$ cat config.mk
export PLATFORM = sky130hd
export DESIGN_NAME = ddr2_cmd_scheduler
export DESIGN_NICKNAME = d
export VERILOG_FILES = /design/src/rtl/ddr2_cmd_scheduler.sv
export SDC_FILE = /design/constraint.sdc
export NUM_CORES = 1
export LEC_CHECK = 0
export ABC_AREA = 0
export BUFFER_PORTS_ARGS = -buffer_cell sky130_fd_sc_hd__clkbuf_2
export CAP_MARGIN = 30
export CORE_ASPECT_RATIO = 0.5
export CORE_MARGIN = 4
export CORE_UTILIZATION = 57
export DETAILED_ROUTE_END_ITERATION = 7
export PLACE_DENSITY = 0.95
export SETUP_SLACK_MARGIN = 0.2
export SLEW_MARGIN = 20
export SYNTH_ARGS = -nofsm -noshare
export SYNTH_HDL_FRONTEND = slang
export SYNTH_SLANG_ARGS = --single-unit
$ cat constraint.sdc
create_clock -name clk -period 6.9 [get_ports clk]
set_input_delay 1.725 -clock clk [delete_from_list [all_inputs] [get_ports clk]]
set_output_delay 1.725 -clock clk [all_outputs]
set_load 0.02 [all_outputs]
$ cat src/rtl/ddr2_cmd_scheduler.sv
`default_nettype none
// ===========================================================================
// ddr2_cmd_scheduler -- one-burst-at-a-time DDR2 command sequencer with refresh. Rev 1.0
// ===========================================================================
module ddr2_cmd_scheduler #(
  parameter int T_RCD  = 6,
  parameter int T_RP   = 6,
  parameter int T_WR   = 8,
  parameter int T_RFC  = 64,
  parameter int T_REFI = 3900,
  parameter int RL     = 8,
  parameter int WL     = 6
) (
  input  logic        clk,
  input  logic        reset,
  input  logic        ready,
  input  logic        cmd_empty,
  input  logic [27:0] cmd_data,
  output logic        cmd_get,
  input  logic [6:0]  in_fillcount,
  output logic        wdata_get,
  input  logic [6:0]  ret_fillcount,
  output logic        ret_put,
  output logic [24:0] ret_addr,
  output logic        csbar,
  output logic        rasbar,
  output logic        casbar,
  output logic        webar,
  output logic [1:0]  ba,
  output logic [12:0] a,
  output logic        ts,
  output logic        ri,
  output logic        busy
);

  localparam int TMAX = WL + 7 + T_WR + RL + T_RCD + T_RP + T_RFC + 8;
  localparam int TW   = $clog2(TMAX + 1);
  localparam int RW   = $clog2(T_REFI);

  localparam logic [TW-1:0] C_CMD_LAST = TW'(1);
  localparam logic [TW-1:0] C_RCD_LAST = TW'(T_RCD - 1);
  localparam logic [TW-1:0] C_RP_LAST  = TW'(T_RP - 1);
  localparam logic [TW-1:0] C_RFC_LAST = TW'(T_RFC - 1);
  localparam logic [TW-1:0] C_WDG_ON   = TW'(WL - 2);
  localparam logic [TW-1:0] C_WDG_OFF  = TW'(WL + 6);
  localparam logic [TW-1:0] C_TS_ON    = TW'(WL - 1);
  localparam logic [TW-1:0] C_TS_OFF   = TW'(WL + 7);
  localparam logic [TW-1:0] C_WREC_END = TW'(WL + 7 + T_WR - 1);
  localparam logic [TW-1:0] C_RI_ON    = TW'(RL - 1);
  localparam logic [TW-1:0] C_RI_OFF   = TW'(RL + 7);
  localparam logic [RW-1:0] C_REFI_LAST = RW'(T_REFI - 1);

  localparam logic [3:0] C_NOP = 4'b0111;
  localparam logic [3:0] C_ACT = 4'b0011;
  localparam logic [3:0] C_RD  = 4'b0101;
  localparam logic [3:0] C_WR  = 4'b0100;
  localparam logic [3:0] C_PRE = 4'b0010;
  localparam logic [3:0] C_REF = 4'b0001;

  typedef enum logic [3:0] {
    IDLE, ACT, RCD, RD, WR, BURST, WREC, PRE, RP, REF, RFC
  } state_t;

  state_t          r_state;
  logic [TW-1:0]   r_t;
  logic [RW-1:0]   r_refi_cnt;
  logic            r_ref_pending;
  logic [3:0]      r_pins;
  logic [1:0]      r_ba;
  logic [12:0]     r_a;
  logic [9:0]      r_col;
  logic            r_is_write;
  logic            r_cmd_get, r_wdata_get, r_ret_put, r_ts, r_ri, r_busy;
  logic [24:0]     r_ret_addr;

  logic [2:0]      w_cmd;
  logic [24:0]     w_addr;
  logic            w_eligible;
  logic            w_expire;
  logic            w_in_burst;

  assign w_cmd      = cmd_data[27:25];
  assign w_addr     = cmd_data[24:0];
  assign w_expire   = ready && (r_refi_cnt == C_REFI_LAST);
  assign w_in_burst = (r_state == RD) || (r_state == WR) || (r_state == BURST) || (r_state == WREC);

  always_comb begin
    w_eligible = 1'b1;
    if (w_cmd == 3'b001)      w_eligible = (ret_fillcount <= 7'd56);
    else if (w_cmd == 3'b010) w_eligible = (in_fillcount >= 7'd8);
  end

  always_ff @(posedge clk) begin
    if (reset) begin
      r_refi_cnt    <= '0;
      r_ref_pending <= 1'b0;
    end else begin
      if (!ready || w_expire) r_refi_cnt <= '0;
      else                    r_refi_cnt <= r_refi_cnt + 1'b1;
      if (w_expire)
        r_ref_pending <= 1'b1;
      else if (r_state == RP && r_t == C_RP_LAST && r_ref_pending)
        r_ref_pending <= 1'b0;
    end
  end

  always_ff @(posedge clk) begin
    if (reset) begin
      r_state     <= IDLE;
      r_t         <= '0;
      r_pins      <= C_NOP;
      r_ba        <= '0;
      r_a         <= '0;
      r_col       <= '0;
      r_is_write  <= 1'b0;
      r_cmd_get   <= 1'b0;
      r_wdata_get <= 1'b0;
      r_ret_put   <= 1'b0;
      r_ts        <= 1'b0;
      r_ri        <= 1'b0;
      r_busy      <= 1'b0;
      r_ret_addr  <= '0;
    end else begin
      r_cmd_get <= 1'b0;
      r_t       <= r_t + 1'b1;
      // Data strobes are timed from RD/WR start; r_t keeps running through BURST and WREC.
      if (w_in_burst) begin
        if (r_is_write) begin
          if (r_t == C_WDG_ON)       r_wdata_get <= 1'b1;
          else if (r_t == C_WDG_OFF) r_wdata_get <= 1'b0;
          if (r_t == C_TS_ON)        r_ts <= 1'b1;
          else if (r_t == C_TS_OFF)  r_ts <= 1'b0;
        end else begin
          if (r_t == C_RI_ON) begin
            r_ri      <= 1'b1;
            r_ret_put <= 1'b1;
          end else if (r_t == C_RI_OFF) begin
            r_ri      <= 1'b0;
            r_ret_put <= 1'b0;
          end
        end
      end
      case (r_state)
        IDLE: begin
          r_t <= '0;
          if (ready && r_ref_pending) begin
            r_state <= PRE;
            r_pins  <= C_PRE;
            r_a     <= 13'h0400;
            r_busy  <= 1'b1;
          end else if (ready && !cmd_empty && !r_cmd_get && w_eligible) begin
            // r_cmd_get blocks a second accept while the FIFO head is still being popped.
            r_cmd_get <= 1'b1;
            if (w_cmd == 3'b001 || w_cmd == 3'b010) begin
              r_is_write <= (w_cmd == 3'b010);
              r_col      <= w_addr[9:0];
              r_state    <= ACT;
              r_pins     <= C_ACT;
              r_ba       <= w_addr[11:10];
              r_a        <= w_addr[24:12];
              r_busy     <= 1'b1;
              if (w_cmd == 3'b001) r_ret_addr <= w_addr;
            end
          end
        end
        ACT: if (r_t == C_CMD_LAST) begin
          r_state <= RCD;
          r_pins  <= C_NOP;
        end
        RCD: if (r_t == C_RCD_LAST) begin
          r_state <= r_is_write ? WR : RD;
          r_pins  <= r_is_write ? C_WR : C_RD;
          r_a     <= {3'b000, r_col};
          r_t     <= '0;
        end
        RD, WR: if (r_t == C_CMD_LAST) begin
          r_state <= BURST;
          r_pins  <= C_NOP;
        end
        BURST: begin
          if (r_is_write && r_t == C_TS_OFF) begin
            r_state <= WREC;
          end else if (!r_is_write && r_t == C_RI_OFF) begin
            r_state <= PRE;
            r_pins  <= C_PRE;
            r_a     <= 13'h0400;
            r_t     <= '0;
          end
        end
        WREC: if (r_t == C_WREC_END) begin
          r_state <= PRE;
          r_pins  <= C_PRE;
          r_a     <= 13'h0400;
          r_t     <= '0;
        end
        PRE: if (r_t == C_CMD_LAST) begin
          r_state <= RP;
          r_pins  <= C_NOP;
        end
        RP: if (r_t == C_RP_LAST) begin
          // Banks are already closed here, so a pending refresh goes straight to REF.
          if (r_ref_pending) begin
            r_state <= REF;
            r_pins  <= C_REF;
            r_a     <= '0;
            r_t     <= '0;
          end else begin
            r_state <= IDLE;
            r_busy  <= 1'b0;
          end
        end
        REF: if (r_t == C_CMD_LAST) begin
          r_state <= RFC;
          r_pins  <= C_NOP;
        end
        RFC: if (r_t == C_RFC_LAST) begin
          r_state <= IDLE;
          r_busy  <= 1'b0;
        end
        default: begin
          r_state <= IDLE;
          r_pins  <= C_NOP;
          r_busy  <= 1'b0;
        end
      endcase
    end
  end

  // FIFO strobes are masked during reset so nothing is popped or captured that cycle.
  assign cmd_get   = r_cmd_get   & ~reset;
  assign wdata_get = r_wdata_get & ~reset;
  assign ret_put   = r_ret_put   & ~reset;
  assign {csbar, rasbar, casbar, webar} = r_pins;
  assign ba       = r_ba;
  assign a        = r_a;
  assign ts       = r_ts;
  assign ri       = r_ri;
  assign busy     = r_busy;
  assign ret_addr = r_ret_addr;

endmodule
`default_nettype wire

==> impl_metrics.yaml, run 1 <==
run_status:
  outcome: "completed"
finish:
  antenna_cells: 0
  syn2layout_area_growth_pct: 19.2
  post-route-util: 0.730
  drive_gt1_frac: 0.226
  finish.net_count: 567
grt:
  globalRouteOverflowTotal: 0
  grt.total_usage: 0.263
  antenna_found_initial: 0
  global_route_wire_length_before_repair_mm: 17.3
  maximum_number_of_pins_on_one_net_before_global_route_repair: 69
  grt_pass1_vias: 3622
worst_setup_path:
  timing.critical_path.arrival_ps: 2670
  critPathMaxFanout: 68
  max_stage_delay_ps: 520
  worst_ep_required_time_ps: 5180
  critPathLaunchType: "input pin"
  critical_path.most_common_cell: "clkbuf_2"
  crit_type: "input pin to primary output"
  timing.critical_path.to_type: "primary output"
  cp_cell_sequence: "clkbuf_2, buf_4, nor2b_1, clkbuf_2"
  crit_slowest_cell: "buf_4"
sta:
  final.setup.tns_ps: 0
  fmax_ghz: 0.228
  final_min_period_over_clock_period: 0.636
  report.final.hold_viol_count: 0
  fin_worst_hold_slack_ps: 487
  max_slew.worst_pin.slew_ps: 897
  finalWorstSetupSlack_ps: 2510
  setup_repair_after_global_routing_missed_its_margin: "no"
  slew_viol_final: 0
  headroom_to_the_max_slew_limit: 0.400
  final.min_clock_period_ps: 4390
  setup-violations-final: 0
  finClkSkew_ps: 6.73
power_and_ir_drop:
  max-vdd-ir-drop_mv: 0.205
  total_power_mw: 1.57
  pwr_dens_mw_per_mm2: 340
  cellLeakagePower_nw: 2.16
cts:
  cts_hold_buf: 0
  htree_levels: 3
  clk_root_buffer_cell: "clkbuf_16"
  cts.repair.resized: 0
  clock_insertion_delay_worst_skew_ps: 340
  clock_tree_from_tritoncts: "built"
  numCtsBuffers: 9
  clkTransAtPathRegs_ps: 60
  number_of_sinks_handled_by_clock_tree_synthesis: 83
  cts.repair_timing.setup_buffer_count: 0
  cts-root-to-sink-buffers: 2
synth:
  seq_area_frac_synth: 0.429
  yosys_most_used_dff: "dfxtp_1"
  ys_ff_latch: 83
  postSynthCellCount: 441
  ys.warnings.count: 0
  cell_area_synth_mm2: 0.00388
  syn_avg_cell_area_um2: 8.79
  synth_cell_types: 55
  syn-num-nets: 491
  async_reset_ff_frac: 0
  count_of_flip_flops_with_a_built_in_enable_after_synthesis: 0
floorplan:
  initial_utilization: 0.612
  ioPinCount: 96
  fp.coreArea_mm2: 0.00633
  die_h_um: 66.3
  placementRows: 20
  dieWidth_um: 125
  fp.dieArea_mm2: 0.00827
place:
  detailedPlacementHpwl_mm: 6.78
  placement.io_buffers: 91
  post-place-ws_ps: 2520
  finalWeightedCongestion: 0.963
detailed_routing:
  routed_wirelength_mm: 10.6
  viasPerCell: 6.03
  avgRoutedWirePerCell_um: 17.3
  postRouteAntennaNets: 0
  drt_pass1_iterations: 5
  remaining_drc_errors: 0
  detailroute.via_count: 3678
  dr.first_iter.drc_count: 334
job:
  count_of_max_cap_constraint_violations: 0
hold_path:
  hp-class: "flip-flop to flip-flop"
## logic make-up (layout without fill, tap and decap cells)
logic type	after synthesis	count (layout)	share of synthesized area
DFF	83	83	0.429
xor gates and xnor gates	16	16	0.0361
muxes	43	43	0.111
buffers and inverters	40	121	0.0503
and+or+nand+nor	178	178	0.221
other	1	1	0.000967
adders and majority gates	4	4	0.0129
AOI/OAI and AO/OA	76	76	0.139
## sequential cells by signal (all words and copies together) (netlist names)
signal	count
r_wdata_get	1
r_state	4
busy	1
r_pins	3
r_ref_pending	1
r_col	10
ba	2
r_t	7
a	13
ret_addr	25
ri	1
r_refi_cnt	12
r_cmd_get	1
ts	1
r_is_write	1
## where the power goes
| part | internal [mW] | total, mW | switching (mW) |
|---|---|---|---|
| combinational | 0.183 | 0.488 | 0.305 |
| clock | 0.292 | 0.490 | 0.198 |
| sequential | 0.529 | 0.591 | 0.0627 |
| total | 1.00 | 1.57 | 0.566 |
## layout make-up
type / count / area, µm²
Fill cell: 429 / 1710
Timing Repair Buffer: 96 / 493
Inverter: 9 / 33.8
Sequential cell: 83 / 1660
Multi-Input combinational cell: 318 / 2020
Clock buffer: 11 / 243
Clock inverter: 5 / 60.1
Tap cell: 88 / 110
## routing by layer
layer,vias up,global-route usage,wire (µm)
li1,1696,-,-
met3,56,0.0895,897
met2,214,0.423,5040
met5,-,0,0
met1,1712,0.296,4200
met4,0,0.191,445
## final timing paths
check / from / end / slack, ps / depth (start not counted)
worst max register to register: r_state[3] / a[10] / 3900 / 7
worst min register to register: r_t[0] / r_t[0] / 490 / 1
worst min-delay path: r_t[0] / r_t[0] / 490 / 1
worst max-delay path: reset / ret_put / 2510 / 4
## placed cells by master (no fill, tap or decap), drive strengths merged, types with 9 or more instances in the layout
cell type	instances
clkbuf	102
nor2	85
dfxtp	83
mux2i	42
nand2	21
nand3	18
a211oi	15
a21oi	14
a22oi	11
inv	10
o21ai	9
## cell usage after synthesis, types with 5 or more instances
library cell,number,share of area
clkbuf_1,21,0.020
nand2_1,21,0.020
inv_1,9,0.0087
nor2_1,85,0.082
dfxtp_1,83,0.43
a21oi_1,14,0.018
nor2b_1,6,0.0097
xor2_1,8,0.018
a211oi_1,15,0.029
o21ai_0,8,0.010
nor4_1,6,0.0097
nor3_1,8,0.010
a22oi_1,11,0.021
nand3_1,18,0.023
nand2b_1,6,0.0097
mux2i_1,42,0.11
o31ai_1,5,0.0097
xnor2_1,8,0.018
## per-stage QoR
stage	std cells	instance area, µm²
6_report	610	4620
5_1_grt	610	4620
4_1_cts	610	4620
3_5_place_dp	594	4320
3_3_place_gp	594	4320
2_1_floorplan	441	3880
## worst max-delay path, delay by kind of cell
kind                   cells  cell delay, ps
buffers and inverters      3             770
AND/OR/NAND/NOR            1             110
(Power assumes the default switching activity.)
==> run 2: changes to the inputs <==
--- a/config.mk
+++ b/config.mk
@@ -10,9 +10,9 @@
 export CAP_MARGIN = 30
 export CORE_ASPECT_RATIO = 0.5
 export CORE_MARGIN = 4
-export CORE_UTILIZATION = 57
+export CORE_UTILIZATION = 48
 export DETAILED_ROUTE_END_ITERATION = 7
-export PLACE_DENSITY = 0.95
+export PLACE_DENSITY = 0.86
 export SETUP_SLACK_MARGIN = 0.2
 export SLEW_MARGIN = 20
 export SYNTH_ARGS = -nofsm -noshare
==> constraint.sdc (replaced) <==
create_clock -name clk -period 3.65 [get_ports clk]
set_input_delay 0.9125 -clock clk [delete_from_list [all_inputs] [get_ports clk]]
set_output_delay 0.9125 -clock clk [all_outputs]
set_load 0.02 [all_outputs]
==> run 2 against run 1 <==
Final cell count is 3.6% higher; setup slack worse by 1600 ps; sequential power is 84% higher; total power is 84% higher; sequential share of layout area is 0.25 points lower; clock power is 79% higher; flip-flop and latch count stayed put; hold slack worse by 36 ps; utilization is 12 points lower; cell area is 0.70% higher; via count is 5.4% lower; largest cell class unchanged; largest power group unchanged.
==> impl_metrics.yaml, run 2 (synthesis results as in run 1) <==
finish:
  drive_gt1_frac: 0.231
  antenna_cells: 0
  post-route-cell-area_mm2: 0.00465
  filler_cell_count: 637
  layout.cells.most_common: "clkbuf_2"
  largest_register_ff_count: 25
  finish.net_count: 569
  layout_common_cells: "clkbuf_2 (91), nor2_1 (85), dfxtp_1 (83)"
  syn2layout_area_growth_pct: 20.0
worst_setup_path:
  max_stage_delay_ps: 770
  critPathLaunch: "r_state[0]"
  crit_type: "flip-flop to flip-flop"
  critPathMaxFanout: 23
  worstReg2RegEnd: "a[5]"
  reg2regPathDepth: 7
  crit_end: "a[5]"
  cp_cell_sequence: "nor4bb_1, or2_2, o32ai_1, nor3b_2, buf_4, nor2_1, a211oi_1"
  regToRegSetupSlack_ps: 910
  crit_slowest_cell: "dfxtp_1"
  worst-path-stages: 7
  regToRegStartpoint: "r_state[0]"
  worst_ep_required_time_ps: 3890
  critical_path_buf_inv_count: 1
  timing.critical_path.to_type: "flip-flop"
  timing.critical_path.arrival_ps: 2980
  critPathTopFamily: "simple AND/OR/NAND/NOR gates"
  critPathLaunchType: "flip-flop"
sta:
  setup-violations-final: 0
  final_min_period_over_clock_period: 0.752
  report.final.hold_viol_count: 0
  setup_repair_after_global_routing_missed_its_margin: "no"
  fmax_ghz: 0.365
  max_slew.worst_pin.slew_ps: 846
  finClkSkew_ps: 7.31
  final.setup.tns_ps: 0
  headroom_to_the_max_slew_limit: 0.434
  slew_viol_final: 0
  final.min_clock_period_ps: 2740
grt:
  grt.total_usage: 0.196
  grt_pass1_vias: 3279
  globalRouteOverflowTotal: 0
  maximum_number_of_pins_on_one_net_before_global_route_repair: 64
  global_route_wire_length_before_repair_mm: 15.3
  antenna_found_initial: 0
detailed_routing:
  postRouteAntennaNets: 0
  drt_pass1_iterations: 7
  detailroute.via_count: 3481
  dr.first_iter.drc_count: 380
  routed_wirelength_mm: 9.32
  avgRoutedWirePerCell_um: 14.7
  viasPerCell: 5.51
  remaining_drc_errors: 0
hold_path:
  worstHoldPathCells: 1
  hp-class: "flip-flop to flip-flop"
floorplan:
  fp.coreArea_mm2: 0.00760
  ioPinCount: 96
  die_h_um: 71.6
  initial_utilization: 0.510
  fp.dieArea_mm2: 0.00967
  dieWidth_um: 135
  placementRows: 22
job:
  count_of_max_cap_constraint_violations: 0
cts:
  cts.repair.resized: 0
  number_of_sinks_handled_by_clock_tree_synthesis: 83
  clock_tree_from_tritoncts: "built"
  cts_hold_buf: 0
  cts-root-to-sink-buffers: 2
  htree_levels: 3
  cts.repair_timing.setup_buffer_count: 0
  clock_insertion_delay_worst_skew_ps: 340
  numCtsBuffers: 9
  clk_root_buffer_cell: "clkbuf_16"
  clkTransAtPathRegs_ps: 60
place:
  placed_cell_area_mm2: 0.00436
  finalWeightedCongestion: 0.929
  placement.io_buffers: 91
  detailedPlacementHpwl_mm: 6.53
power_and_ir_drop:
  pwr_dens_mw_per_mm2: 622
  max-vdd-ir-drop_mv: 0.295
  cellLeakagePower_nw: 2.17
run_status:
  outcome: "completed"
## run 2: cell types whose count changed in the layout (fill, tap and decap cells not counted)
cell       change
buf_4          +2
inv_6          +2
bufinv_16      -1
clkbuf_1       -1
clkbuf_8       +1
clkinv_2       -1
## run 2: stage by stage
step | power (mW) | std cells | hold WS, ps | setup WS, ps | util
2_1_floorplan | 1.77 | 441 | 418 | 942 | -
3_3_place_gp | 1.99 | 616 | 433 | 789 | 0.574
5_1_grt | 3.05 | 632 | 474 | 714 | 0.613
3_5_place_dp | 2.02 | 616 | 445 | 726 | 0.574
4_1_cts | 2.91 | 632 | 459 | 967 | 0.613
6_report | 2.89 | 632 | 452 | 907 | 0.613
## run 2: layout make-up
| cell class | count | area, µm² | area share |
|---|---|---|---|
| Clock buffer | 11 | 253 | 0.0543 |
| Tap cell | 108 | 135 | 0.0290 |
| Inverter | 9 | 33.8 | 0.00726 |
| Sequential cell | 83 | 1660 | 0.357 |
| Timing Repair Buffer | 98 | 508 | 0.109 |
| Clock inverter | 5 | 42.5 | 0.00914 |
| Multi-Input combinational cell | 318 | 2020 | 0.434 |
## run 2: layer usage
layer,global-route usage,vias to the layer above,part of all wire
met4,0.0872,0,0.025
met2,0.311,154,0.47
li1,-,1700,-
met3,0.0547,17,0.063
met1,0.252,1610,0.44
met5,0,-,0
## run 2: where the power goes
part / leakage, nW / total, mW / switching, mW / internal (mW)
registers: 0.673 / 1.09 / 0.0922 / 0.999
clock network: 0.143 / 0.875 / 0.369 / 0.506
logic: 1.35 / 0.928 / 0.578 / 0.350
## run 2: worst min-delay path by stage
| stage | slack (ps) | startpoint | to |
|---|---|---|---|
| after floorplan | 420 | r_refi_cnt[0] | r_refi_cnt[0] |
| after global placement | 430 | r_refi_cnt[0] | r_refi_cnt[0] |
| after detailed placement | 450 | r_refi_cnt[0] | r_refi_cnt[0] |
| after CTS | 460 | r_refi_cnt[0] | r_refi_cnt[0] |
| after global routing | 470 | r_refi_cnt[0] | r_refi_cnt[0] |
| final | 450 | r_refi_cnt[0] | r_refi_cnt[0] |
